**config.mk**
```make
export PLATFORM = sky130hd
export DESIGN_NAME = beta_sequencer
export DESIGN_NICKNAME = d
export VERILOG_FILES = /design/src/rtl/beta_sequencer.sv
export SDC_FILE = /design/constraint.sdc
export NUM_CORES = 1
export LEC_CHECK = 0
export ABC_AREA = 1
export BUFFER_PORTS_ARGS = -buffer_cell sky130_fd_sc_hd__clkbuf_2
export CAP_MARGIN = 15
export CORE_MARGIN = 3
export CORE_UTILIZATION = 30
export CTS_BUF_LIST = sky130_fd_sc_hd__clkbuf_2
export DETAILED_ROUTE_END_ITERATION = 8
export SETUP_SLACK_MARGIN = 0.05
export SYNTH_ARGS = -nofsm -noshare
export SYNTH_HDL_FRONTEND = slang
export SYNTH_SLANG_ARGS = --single-unit
```
**constraint.sdc**
```tcl
create_clock -name clk -period 3.6 [get_ports clk]
set_input_delay 0.36 -clock clk [delete_from_list [all_inputs] [get_ports clk]]
set_output_delay 0.36 -clock clk [all_outputs]
set_load 0.01 [all_outputs]
```
**src/rtl/beta_sequencer.sv**
```systemverilog
// Backward-recursion sequencer: reads a branch-metric block last-to-first and streams beta strobes.
// Latency: first read 1 cycle after start, first beta strobe RD_LATENCY later, done N+RD_LATENCY+1 after start.
// No backpressure: the beta unit is always ready; start is ignored while busy; optional BETA_SEQ_VARLEN_EN adds blk_len.
module beta_sequencer #(
    parameter int SYMBOLS    = 10,
    parameter int RD_LATENCY = 1,
    parameter int ADDR_W     = (SYMBOLS > 1) ? $clog2(SYMBOLS) : 1
) (
    input  logic              clk,
    input  logic              rst_n,
    input  logic              start,
    input  logic              abort,
`ifdef BETA_SEQ_VARLEN_EN
    input  logic [ADDR_W:0]   blk_len,
`endif
    output logic              busy,
    output logic              done,
    output logic              aborted,
    output logic              bm_rd_en,
    output logic [ADDR_W-1:0] bm_rd_addr,
    output logic              beta_in_valid,
    output logic              beta_block_start,
    output logic              beta_wr_en,
    output logic [ADDR_W-1:0] beta_wr_addr
);

    typedef enum logic [1:0] {
        ST_IDLE  = 2'd0,
        ST_ISSUE = 2'd1,
        ST_DRAIN = 2'd2,
        ST_DONE  = 2'd3
    } state_t;

    state_t              r_state;
    logic                r_busy;
    logic                r_done;
    logic                r_aborted;
    logic                r_rd_en;
    logic [ADDR_W-1:0]   r_rd_addr;
    logic                r_rd_first;

    // Read-return tracking: stage RD_LATENCY-1 lines up with the returning memory data.
    logic [RD_LATENCY-1:0] r_pv;
    logic [RD_LATENCY-1:0] r_pf;
    logic [ADDR_W-1:0]     r_pa [RD_LATENCY];

    logic                w_len_zero;
    logic [ADDR_W-1:0]   w_first_addr;
    logic                w_pipe_fill;
    logic                w_abort_hit;

`ifdef BETA_SEQ_VARLEN_EN
    logic [ADDR_W:0]     w_len;

    always_comb begin
        w_len        = (blk_len > (ADDR_W+1)'(SYMBOLS)) ? (ADDR_W+1)'(SYMBOLS) : blk_len;
        w_len_zero   = (w_len == '0);
        w_first_addr = ADDR_W'(w_len - (ADDR_W+1)'(1));
    end
`else
    always_comb begin
        w_len_zero   = 1'b0;
        w_first_addr = ADDR_W'(SYMBOLS - 1);
    end
`endif

    // Stages feeding the output stage; once empty, the last strobe is on its way out.
    always_comb begin
        w_pipe_fill = 1'b0;
        for (int i = 0; i < RD_LATENCY - 1; i++) begin
            w_pipe_fill = w_pipe_fill | r_pv[i];
        end
    end

    assign w_abort_hit = abort && (r_state != ST_IDLE);

    always_ff @(posedge clk or negedge rst_n) begin
        if (!rst_n) begin
            r_state    <= ST_IDLE;
            r_busy     <= 1'b0;
            r_done     <= 1'b0;
            r_aborted  <= 1'b0;
            r_rd_en    <= 1'b0;
            r_rd_addr  <= '0;
            r_rd_first <= 1'b0;
        end else begin
            r_done    <= 1'b0;
            r_aborted <= 1'b0;
            if (w_abort_hit) begin
                r_state    <= ST_IDLE;
                r_busy     <= 1'b0;
                r_aborted  <= 1'b1;
                r_rd_en    <= 1'b0;
                r_rd_addr  <= '0;
                r_rd_first <= 1'b0;
            end else begin
                unique case (r_state)
                    ST_IDLE: begin
                        if (start && !abort) begin
                            r_busy <= 1'b1;
                            if (w_len_zero) begin
                                r_state <= ST_DONE;
                                r_done  <= 1'b1;
                            end else begin
                                r_state    <= ST_ISSUE;
                                r_rd_en    <= 1'b1;
                                r_rd_addr  <= w_first_addr;
                                r_rd_first <= 1'b1;
                            end
                        end
                    end
                    ST_ISSUE: begin
                        r_rd_first <= 1'b0;
                        if (r_rd_addr == '0) begin
                            r_rd_en <= 1'b0;
                            r_state <= ST_DRAIN;
                        end else begin
                            r_rd_addr <= r_rd_addr - ADDR_W'(1);
                        end
                    end
                    ST_DRAIN: begin
                        if (!w_pipe_fill) begin
                            r_state <= ST_DONE;
                            r_done  <= 1'b1;
                        end
                    end
                    ST_DONE: begin
                        r_state <= ST_IDLE;
                        r_busy  <= 1'b0;
                    end
                    default: begin
                        r_state <= ST_IDLE;
                        r_busy  <= 1'b0;
                    end
                endcase
            end
        end
    end

    always_ff @(posedge clk or negedge rst_n) begin
        if (!rst_n) begin
            r_pv <= '0;
            r_pf <= '0;
            for (int i = 0; i < RD_LATENCY; i++) begin
                r_pa[i] <= '0;
            end
        end else if (w_abort_hit) begin
            r_pv <= '0;
            r_pf <= '0;
            for (int i = 0; i < RD_LATENCY; i++) begin
                r_pa[i] <= '0;
            end
        end else begin
            r_pv[0] <= r_rd_en;
            r_pf[0] <= r_rd_first;
            r_pa[0] <= r_rd_addr;
            for (int i = 1; i < RD_LATENCY; i++) begin
                r_pv[i] <= r_pv[i-1];
                r_pf[i] <= r_pf[i-1];
                r_pa[i] <= r_pa[i-1];
            end
        end
    end

    assign busy             = r_busy;
    assign done             = r_done;
    assign aborted          = r_aborted;
    assign bm_rd_en         = r_rd_en;
    assign bm_rd_addr       = r_rd_addr;
    assign beta_in_valid    = r_pv[RD_LATENCY-1];
    assign beta_wr_en       = r_pv[RD_LATENCY-1];
    assign beta_block_start = r_pf[RD_LATENCY-1];
    assign beta_wr_addr     = r_pa[RD_LATENCY-1];

endmodule

```
==> flow_summary.yaml <==
outcome:
  status: "complete, no violations"
routing:
  antenna_violating_nets_left: 0
  finalWirelength_um: 1630
  detail_route.vias_per_cell: 4.59
  drt-wirelength-per-cell_um: 11.0
  drcViolationCount: 0
  detailedRoute.firstPassIterationCount: 4
  dr_total_vias: 680
  first_iter_violations: 24
sta:
  maxClockFrequency_mhz: 641
  finalClockSkew_ns: 0.0106
  finalHoldViolCount: 0
  totalNegativeSetupSlack_ns: 0
  finalMaxSlewViolations: 0
  final-setup-viol-count: 0
  worst_slew_pin_slew_ns: 0.424
  worst_slew_margin_rel_pct: 71.7
  final_min_period_over_clock_period_pct: 43.3
  grt_setup_unrepaired: "no"
  layout_min_cycle_time_ns: 1.56
  postLayoutSetupSlackWorst_ns: 2.04
clock_tree:
  cts_post_setup_buffers_inserted: 0
  clkSlewWorstSetupHoldPaths_ns: 0.17
  h-tree-depth: 1
  insertion_delay_ns: 0.31
  ctsResizeCount: 0
  master_cell_of_the_clock_root_buffer: "clkbuf_2"
  cts_buf_count: 3
  post_cts_hold_buffer_count: 1
  cts_tree: "yes"
  max_clock_buf_depth: 2
  clkSinkCount: 17
finish:
  synthToLayoutAreaGrowth_pct: 17.4
  drive_above_1_share_pct: 30.5
  ant_diodes: 0
  layout.nets: 129
  fill_cells: 262
  final_core_util_pct: 38.8
placed_design:
  place_congestion: 0.746
  port_buffers: 18
  dp_hpwl_um: 1230
  detailedPlace.worstSlack_ns: 2.08
global_routing:
  first_pass_grt_wire_length_um: 2660
  pin_count_of_the_biggest_net_entering_global_routing: 18
  number_of_global_route_vias_before_repair: 627
  antenna_violations_before_repair: 0
  global_route.usage.total_pct: 10.3
  global_route.overflow_total: 0
worst_hold_path:
  min-delay-path-class: "in -> reg"
yosys:
  synth_warnings: 0
  synth_top_cells_by_count: "17 x dfrtp_1, 17 x nand2_1, 13 x inv_1"
  synth_top_area_share_pct: 49.2
  yosys_register_bits: 17
  syn_avg_cell_area_um2: 9.01
  asyncSetResetFlopFracSynth_pct: 100
  synth_seq_area_share_pct: 49.2
  synth.cell_area_um2: 865
  synth_top_flop_cell: "dfrtp_1"
  synth_area_leader: "dfrtp_1"
  synth_enable_flop_cells: 0
  post_synth_num_cell_types: 17
  synth_cells: 96
  postSynthNetCount: 106
  netlist_top_cells_area: "dfrtp_1 49%, ha_1 8.7%, nand2_1 7.4%"
worst_setup_path:
  data_required_time_at_the_worst_endpoint_ns: 3.80
  cp-end-kind: "flip-flop"
  worstSetupPathType: "reg -> reg"
  critPathMaxFanout: 6
  setup.worst_path.start_class: "flip-flop"
  critPathArrivalTime_ns: 1.76
floorplanning:
  initial_core_util_pct: 33.1
  ioPinCount: 19
  design.core.area_um2: 2610
  die_w_um: 59.7
  fp.dieArea_um2: 3560
  die_h_um: 59.7
  row_count: 18
job:
  max_cap_viol_count: 0
pwr:
  report.power.total_uw: 889
  pleak_nw: 0.564
  vdd_ir_drop_max_mv: 0.468
  power-per-cell-area_nw_per_um2: 876
-- layout make-up --
cell class | instances | area (µm²) | share of cell area, %
inverter | 15 | 56.3 | 5.55
timing repair buffer | 19 | 100 | 9.86
clock buffer | 4 | 20.0 | 1.97
tap | 30 | 37.5 | 3.70
multi-input combinational | 63 | 375 | 37.0
sequential | 17 | 425 | 41.9
-- kinds of logic (layout without fill, tap and decap cells) --
kind of cell,after synthesis,in the layout,synth area share [%]
AO/OA/AOI/OAI,10,10,5.79
adder cells (fa/ha/maj),6,6,8.68
AND/OR/NAND/NOR,47,47,28.9
buffers and inverters,16,38,7.38
flip-flops,17,17,49.2
-- flip-flops by register name, summed over array words and instances, names as in the netlist --
name,cells
r_state,2
aborted,1
beta_in_valid,1
bm_rd_en,1
bm_rd_addr,4
beta_block_start,1
busy,1
beta_wr_addr,4
done,1
r_rd_first,1
-- power breakdown --
part	switching, mW	internal (mW)	leakage, nW
Sequential	0.0459	0.269	0.219
Clock	0.0616	0.0294	0.0166
Combinational	0.305	0.178	0.329
Total	0.412	0.476	0.564
-- worst max-delay path, stage by stage, from the launching register on --
cell     delay [ns]
dfrtp_1        0.46
inv_1          0.13
ha_1           0.32
inv_2          0.10
nand2_4        0.10
nand2_4        0.05
nor2_4         0.12
nor2_4         0.07
nand2_1        0.05
o21ai_1        0.06
-- cells in the final DEF (no fill, tap or decap), drive strengths merged --
cell         instances
inv                 15
o21ai                9
dlygate4sd3          1
a21oi                1
nand3                8
nor2                14
nand3b               1
clkbuf              22
nand2               23
or2                  1
ha                   6
dfrtp               17
-- per-stage QoR --
step	cells	hold slack [ns]	area [µm²]
after global placement	143	0.313	985
after floorplan	96	0.0644	865
after CTS	148	0.376	1010
final	148	0.388	1010
after detailed placement	143	0.319	985
after global routing	148	0.392	1010
-- per-layer routing --
| layer | track usage (%) | part of all wire, % |
|---|---|---|
| met1 | 13.5 | 48 |
| met2 | 15.3 | 43 |
| met3 | 2.59 | 6.6 |
| met4 | 5.70 | 2.5 |
| met5 | 0 | 0 |
-- worst paths after layout --
kind	slack (ns)	cells after the start	from	to
max	2.04	9	r_state[1]$_DFFE_PN0P_	bm_rd_addr[0]$_DFFE_PN0P_
min	0.39	3	abort	aborted$_DFF_PN0_
max reg2reg	2.04	9	r_state[1]$_DFFE_PN0P_	bm_rd_addr[0]$_DFFE_PN0P_
min reg2reg	0.53	2	r_rd_first$_DFFE_PN0P_	beta_block_start$_DFF_PN0_
max in group asynchronous	2.81	2	rst_n	beta_wr_addr[3]$_DFF_PN0_
min in group asynchronous	0.49	2	rst_n	done$_DFF_PN0_
Note: power is estimated with default switching activity, not from simulation.
